$ cat src/rtl/tele_pkg.sv
// ----------------------------------------------------------------------------
// tele_pkg
// Shared definitions for tele serial-link masters.
//   TELE_* localparams : frame geometry and sync pattern
//   tele_state_e       : transmit FSM state encoding
//   tele_build_frame() : {sync, addr, data, even parity} as a 16-bit word
// ----------------------------------------------------------------------------
package tele_pkg;

   localparam logic [3:0] TELE_SYNC    = 4'b1010;
   localparam int         TELE_FRAME_W = 16;
   localparam int         TELE_ADDR_W  = 7;
   localparam int         TELE_DATA_W  = 4;

   typedef enum logic [1:0] {
      ST_IDLE = 2'd0,
      ST_SEND = 2'd1,
      ST_GAP  = 2'd2
   } tele_state_e;

   // Bit 0 makes the XOR over all 16 bits zero (even parity).
   function automatic logic [TELE_FRAME_W-1:0] tele_build_frame(
      input logic [TELE_ADDR_W-1:0] addr,
      input logic [TELE_DATA_W-1:0] data
   );
      logic [TELE_FRAME_W-1:0] f;
      f    = {TELE_SYNC, addr, data, 1'b0};
      f[0] = ^f[TELE_FRAME_W-1:1];
      return f;
   endfunction

endpackage

$ cat src/rtl/tele_tx_arb_if.sv
// ----------------------------------------------------------------------------
// tele_tx_arb_if
// Requester-side bus of the tele transmit arbiter.
//   i_req    : per-requester frame request (held until granted)
//   i_addr   : packed 7-bit addresses, requester k at [7k+6:7k]
//   i_data   : packed 4-bit data, requester k at [4k+3:4k]
//   o_gnt    : one-hot combinational accept
//   o_gnt_id : index of last accepted requester
//   o_tx     : serial line (idle 0)
//   o_busy   : arbiter not in IDLE
// master = requester side, slave = arbiter side.
// ----------------------------------------------------------------------------
interface tele_tx_arb_if import tele_pkg::*; #(
   parameter int N_REQ = 4
) ();

   logic [N_REQ-1:0]             i_req;
   logic [TELE_ADDR_W*N_REQ-1:0] i_addr;
   logic [TELE_DATA_W*N_REQ-1:0] i_data;
   logic [N_REQ-1:0]             o_gnt;
   logic [2:0]                   o_gnt_id;
   logic                         o_tx;
   logic                         o_busy;

   modport master (
      output i_req, i_addr, i_data,
      input  o_gnt, o_gnt_id, o_tx, o_busy
   );

   modport slave (
      input  i_req, i_addr, i_data,
      output o_gnt, o_gnt_id, o_tx, o_busy
   );

endinterface

$ cat src/rtl/tele_rr_arb.sv
// ----------------------------------------------------------------------------
// tele_rr_arb
// Combinational round-robin one-hot picker.
//   req_i : request vector
//   ptr_i : index of the last winner; search starts at ptr_i+1 (mod N)
//   gnt_o : one-hot grant (zero when no request)
//   idx_o : index of the granted requester
//   vld_o : some request present
// ----------------------------------------------------------------------------
module tele_rr_arb #(
   parameter int N = 4
) (
   input  logic [N-1:0] req_i,
   input  logic [2:0]   ptr_i,
   output logic [N-1:0] gnt_o,
   output logic [2:0]   idx_o,
   output logic         vld_o
);

   logic [3:0] pos;
   logic       found;

   assign vld_o = |req_i;

   // Walk offsets 1..N from the pointer; the first live request wins.
   // pos never exceeds 2N-1, so one conditional subtract wraps it.
   always_comb begin
      gnt_o = '0;
      idx_o = '0;
      found = 1'b0;
      pos   = '0;
      for (int k = 1; k <= N; k++) begin
         pos = {1'b0, ptr_i} + 4'(k);
         if (pos >= 4'(N)) pos = pos - 4'(N);
         for (int j = 0; j < N; j++) begin
            if (!found && req_i[j] && (pos == 4'(j))) begin
               found    = 1'b1;
               gnt_o[j] = 1'b1;
               idx_o    = 3'(j);
            end
         end
      end
   end

endmodule

$ cat src/rtl/tele_tx_arb.sv
// ----------------------------------------------------------------------------
// tele_tx_arb
// Round-robin arbiter + serializer for the 1-bit tele line. Accepts one
// (addr, data) request in IDLE, shifts a 16-bit frame out MSB-first, then
// holds the line at 0 for GAP cycles before granting again.
//   clk, rst : clock, synchronous active-high reset
//   bus      : tele_tx_arb_if.slave (requests in, grant/line/status out)
// ----------------------------------------------------------------------------
module tele_tx_arb import tele_pkg::*; #(
   parameter int N_REQ = 4,
   parameter int GAP   = 16
) (
   input  logic          clk,
   input  logic          rst,
   tele_tx_arb_if.slave  bus
);

   tele_state_e             state_q, state_d;
   logic [2:0]              ptr_q, ptr_d;
   logic [2:0]              gnt_id_q, gnt_id_d;
   logic [TELE_FRAME_W-1:0] sh_q, sh_d;
   logic [3:0]              bit_cnt_q, bit_cnt_d;
   logic [7:0]              gap_cnt_q, gap_cnt_d;
   logic                    tx_q, tx_d;
   logic                    busy_q;

   logic [N_REQ-1:0]        arb_gnt;
   logic [2:0]              arb_idx;
   logic                    arb_vld;
   logic [TELE_ADDR_W-1:0]  sel_addr;
   logic [TELE_DATA_W-1:0]  sel_data;
   logic [TELE_FRAME_W-1:0] frame;

   tele_rr_arb #(.N(N_REQ)) u_rr (
      .req_i (bus.i_req),
      .ptr_i (ptr_q),
      .gnt_o (arb_gnt),
      .idx_o (arb_idx),
      .vld_o (arb_vld)
   );

   always_comb begin
      sel_addr = '0;
      sel_data = '0;
      for (int j = 0; j < N_REQ; j++) begin
         if (arb_gnt[j]) begin
            sel_addr = bus.i_addr[j*TELE_ADDR_W +: TELE_ADDR_W];
            sel_data = bus.i_data[j*TELE_DATA_W +: TELE_DATA_W];
         end
      end
   end

   assign frame        = tele_build_frame(sel_addr, sel_data);
   assign bus.o_gnt    = (state_q == ST_IDLE) ? arb_gnt : '0;
   assign bus.o_gnt_id = gnt_id_q;
   assign bus.o_tx     = tx_q;
   assign bus.o_busy   = busy_q;

   // tx_q is loaded with frame[15] on the handshake edge itself so the first
   // bit is on the line the very next cycle; sh_q holds the remaining bits
   // left-aligned. bit_cnt_q is the index (0..15) of the bit currently on tx_q.
   always_comb begin
      state_d   = state_q;
      ptr_d     = ptr_q;
      gnt_id_d  = gnt_id_q;
      sh_d      = sh_q;
      bit_cnt_d = bit_cnt_q;
      gap_cnt_d = gap_cnt_q;
      tx_d      = 1'b0;
      unique case (state_q)
         ST_IDLE: begin
            if (arb_vld) begin
               ptr_d     = arb_idx;
               gnt_id_d  = arb_idx;
               tx_d      = frame[TELE_FRAME_W-1];
               sh_d      = {frame[TELE_FRAME_W-2:0], 1'b0};
               bit_cnt_d = '0;
               state_d   = ST_SEND;
            end
         end
         ST_SEND: begin
            if (bit_cnt_q == 4'd15) begin
               gap_cnt_d = '0;
               state_d   = ST_GAP;
            end else begin
               tx_d      = sh_q[TELE_FRAME_W-1];
               sh_d      = {sh_q[TELE_FRAME_W-2:0], 1'b0};
               bit_cnt_d = bit_cnt_q + 4'd1;
            end
         end
         ST_GAP: begin
            if (gap_cnt_q == 8'(GAP-1)) state_d = ST_IDLE;
            else                       gap_cnt_d = gap_cnt_q + 8'd1;
         end
         default: state_d = ST_IDLE;
      endcase
   end

   always_ff @(posedge clk) begin
      if (rst) begin
         state_q   <= ST_IDLE;
         ptr_q     <= 3'(N_REQ-1);
         gnt_id_q  <= '0;
         sh_q      <= '0;
         bit_cnt_q <= '0;
         gap_cnt_q <= '0;
         tx_q      <= 1'b0;
         busy_q    <= 1'b0;
      end else begin
         state_q   <= state_d;
         ptr_q     <= ptr_d;
         gnt_id_q  <= gnt_id_d;
         sh_q      <= sh_d;
         bit_cnt_q <= bit_cnt_d;
         gap_cnt_q <= gap_cnt_d;
         tx_q      <= tx_d;
         busy_q    <= (state_d != ST_IDLE);
      end
   end

endmodule
$ cat src/flat_wrapper.sv
// flat-port wrapper written by rule: the top's interface ports become plain ports
module tele_tx_arb_flat import tele_pkg::*;
#(
   parameter int N_REQ = 4,
   parameter int GAP   = 16
)
  (clk, rst, bus_i_req, bus_i_addr, bus_i_data, bus_o_gnt, bus_o_gnt_id, bus_o_tx, bus_o_busy);
  tele_tx_arb_if #(.N_REQ(N_REQ)) bus_i ();
  input  logic clk;
  input  logic rst;
  input wire logic [$bits(bus_i.i_req)-1:0] bus_i_req;
  input wire logic [$bits(bus_i.i_addr)-1:0] bus_i_addr;
  input wire logic [$bits(bus_i.i_data)-1:0] bus_i_data;
  output wire logic [$bits(bus_i.o_gnt)-1:0] bus_o_gnt;
  output wire logic [$bits(bus_i.o_gnt_id)-1:0] bus_o_gnt_id;
  output wire logic [$bits(bus_i.o_tx)-1:0] bus_o_tx;
  output wire logic [$bits(bus_i.o_busy)-1:0] bus_o_busy;
  assign bus_i.i_req = bus_i_req;
  assign bus_i.i_addr = bus_i_addr;
  assign bus_i.i_data = bus_i_data;
  assign bus_o_gnt = bus_i.o_gnt;
  assign bus_o_gnt_id = bus_i.o_gnt_id;
  assign bus_o_tx = bus_i.o_tx;
  assign bus_o_busy = bus_i.o_busy;
  tele_tx_arb #(.N_REQ(N_REQ), .GAP(GAP)) u_core (.clk(clk), .rst(rst), .bus(bus_i));
endmodule
$ cat config.mk
export PLATFORM = sky130hd
export DESIGN_NAME = tele_tx_arb_flat
export DESIGN_NICKNAME = d
export VERILOG_FILES = /design/src/rtl/tele_pkg.sv /design/src/rtl/tele_tx_arb_if.sv /design/src/rtl/tele_rr_arb.sv /design/src/rtl/tele_tx_arb.sv /design/src/flat_wrapper.sv
export SDC_FILE = /design/constraint.sdc
export NUM_CORES = 1
export LEC_CHECK = 0
export CORE_MARGIN = 10
export CORE_UTILIZATION = 35
export CTS_CLUSTER_DIAMETER = 60
export DETAILED_ROUTE_END_ITERATION = 10
export PLACE_DENSITY = 0.64
export RECOVER_POWER = 50
export SLEW_MARGIN = 15
export SYNTH_ARGS = -nofsm -noshare
export SYNTH_HDL_FRONTEND = slang
export SYNTH_SLANG_ARGS = --single-unit
$ cat constraint.sdc
create_clock -name clk -period 2.6 [get_ports clk]
set_input_delay 0.52 -clock clk [delete_from_list [all_inputs] [get_ports clk]]
set_output_delay 0.52 -clock clk [all_outputs]
set_load 0.01 [all_outputs]
==> out/results.ini <==
[sta]
tns_ps=0
slew_viol_final=0
max_slew_margin_pct=60.3
skew_ps=6.64
finalCriticalPeriod_ps=2520
whs_ps=454
tightest_slew_ps=595
finalCritPeriodShare_pct=97.0
setup_viol=0
hold_viol_final=0
grt_setup_unrepaired=false
fmax_mhz=397
layout_setup_ws_ps=78.2

[critical_path]
ff2ff_setup_slack_ps=280
path_cells=dlygate4sd2_1 -> buf_4 -> nor3_1 -> o31a_2 -> and2_1 -> clkdlybuf4s50_1
path_class=primary input to primary output
cpPeakStageDelay_ps=540
slowest_stage=clkdlybuf4s50_1
cp_top_family=buffers and inverters
crit_cells=6
ff2ff_path_depth=10
crit_start=bus_i_req[0]
crit_path_end_kind=primary output
cp.arrival_ps=2000
r2r-start=u_core.ptr_q[1]$_SDFFE_PP1P_
worstPathRequired_ps=2080
cp_max_fo=4
worstSetupStartpointType=primary input
cp_num_buf_inv=3

[power_and_ir_drop]
pwr-share-seq_pct=35.0
ir_drop_mv=0.272
power.density_nw_per_um2=520
internal-power_mw=1.21
clkPwrFrac_pct=27.9
p_switching_mw=0.536
p_comb_share_pct=37.1
p_sw_share_pct=30.8
leakage_nw=1.29

[drt]
drc=0
dr.first_iter.drc_count=100
drt_wl_total_mm=6.92
viasPerCell=5.40
detail_route.wl_per_cell_um=15.4
dr.pass1.iters=4
route.vias.total=2428
ant_nets=0

[logic_synthesis]
synthFlopType=dfxtp_1
synthMuxAreaShare_pct=0.434
synth_fp_nets=346
synth_area_um2=2300
yosysSeqAreaShare_pct=30.4
yosysWarningCount=0
postSynthCellCount=290
synth_edf_count=0
synth_xor_xnor_area_share_pct=4.40
synth-simple-area-share_pct=29.7
ys_ff_latch=35
async_flop_share_pct=0
yosys.cell_types.count=61
synth_compound_area_share_pct=27.0
syn_area_per_cell_um2=7.95
synthAdderAreaFrac_pct=3.26
synth_top_family_by_area=simple AND/OR/NAND/NOR gates

[clock_tree]
htreeDepth=2
numCtsBuffers=5
cts_root_buf=clkbuf_8
clk_pin_slew_ps=70
holdBufCountCts=0
cts_tree=done
insertion_delay_ps=280
clockBufferDepth=2
clock-sinks=35

[finish]
antenna_cells=0
area_growth_syn_to_layout_pct=45.5
final_layout_size_suffix_gt1_share_pct=19.0
layout_common_cells=47 x clkdlybuf4s50_1, 33 x dfxtp_1, 31 x nand2_1
nNetsFinal=428
final_common_cell=clkdlybuf4s50_1
final_area_um2=3350
fillCellCount=619

[placed_design]
pre_cts_ws_ps=-576
io_buffer_count=57
place_area_um2=3150
dp.final_hpwl_mm=5.37
gp_congestion=0.890

[die]
pin_count=59
rows=29
die_area_um2=10200
die_h_um=101
die_width_um=101
fp.coreArea_um2=6390
initial_core_util_pct=36.1

[run]
timing.max_cap.violations=0

[hold_path]
hold_depth=2
min_path_type=flip-flop to flip-flop
hold_path.startpoint=u_core.sh_q[13]$_SDFFE_PP0P_

[grt]
gr-max-usage-layer=met2
grt_pass1_wl_mm=11.4
first_global_vias=2509
antenna_found_initial=0
use_met2_pct=24.1
grt_max_degree=23
use_met1_pct=15.1
use_met3_pct=4.02
track_usage_pct=13.4
gr-total-overflow=0

[status]
status=finished, final reports clean

==> synth_stat cells (2+ instances only) <==
master	count	share of area, %
a21oi_1	17	3.7
xor2_1	7	2.7
a211oi_1	2	0.65
nor2_1	25	4.1
ha_1	6	3.3
xnor2_1	2	0.76
and2_4	2	0.76
o211a_1	3	1.3
a211o_1	2	0.76
dfxtp_1	35	30
buf_4	2	0.65
and2_1	14	3.8
buf_6	3	1.5
clkbuf_1	11	1.8
nor3_1	10	2.2
a31oi_1	15	4.1
nor2b_1	3	0.81
a2bb2oi_2	2	1.3
nand2_1	31	5.0
o21bai_1	3	0.98
inv_1	3	0.49
o21a_1	2	0.65
o21ai_0	10	2.2
a221oi_2	3	2.0
o221ai_1	4	1.5
nand3_1	24	5.2
and3_1	5	1.4
nand3b_1	4	1.3
nand2b_1	5	1.4
nand4_1	4	1.1
==> worst min-delay path, stage by stage (launching register included) <==
cell	delay, ps
dfxtp_1	310
nand2_1	50
a21oi_1	50
==> power groups by stage <==
stage | Clock (mW) | Combinational (mW) | Sequential, mW
finish | 0.486 | 0.646 | 0.611
global placement | 0 | 0.601 | 0.620
floorplan | 0 | 0.361 | 0.615
detailed placement | 0 | 0.611 | 0.620
CTS | 0.497 | 0.646 | 0.609
global route | 0.530 | 0.703 | 0.618
==> state kept, by name, summed over array words and instances (netlist names) <==
signal / count
u_core.bus.o_busy: 1
u_core.sh_q: 15
u_core.bus.o_tx: 1
u_core.bit_cnt_q: 4
u_core.state_q: 2
u_core.bus.o_gnt_id: 2
u_core.gap_cnt_q: 8
u_core.ptr_q: 2
==> metal layers <==
metal	share of wire (%)	up-vias	routed length, um
li1	-	1228	-
met1	43	1144	2980
met2	51	48	3550
met3	4.5	8	310
met4	1.3	0	88
met5	0	-	0
==> final cells by class <==
class	count	area, um2	share of cell area [%]
multi-input combinational	235	1570	46.7
timing repair buffer	92	865	25.8
sequential	35	703	21.0
tap	77	96.3	2.87
clock buffer	5	68.8	2.05
clock inverter	3	43.8	1.31
inverter	3	11.3	0.336
==> final timing paths <==
kind	to
setup / recovery	bus_o_gnt[3]
hold reg to reg	u_core.sh_q[13]$_SDFFE_PP0P_
hold / removal	u_core.sh_q[13]$_SDFFE_PP0P_
setup reg to reg	u_core.sh_q[1]$_SDFFE_PP0P_
==> repair_timing <==
item                       4_1_cts  5_1_grt
pin swaps                        8        0
setup endpoints to repair        5        3
buffers inserted                 2        0
gates resized for setup         17        9
==> through the flow <==
step,instances,power [mW],utilization (%)
after detailed placement,440,1.23,49.3
final,450,1.74,52.5
after floorplan,290,0.976,-
after global placement,440,1.22,49.3
after global routing,450,1.85,52.5
after CTS,450,1.75,52.5
==> cell families after synthesis <==
logic type | after synthesis
adder cells (fa/ha/maj) | 6
flip-flops | 35
AO/OA/AOI/OAI | 82
buffers and inverters | 20
multiplexers | 1
XOR/XNOR | 10
AND/OR/NAND/NOR | 135
other | 1
(Power assumes the default switching activity.)
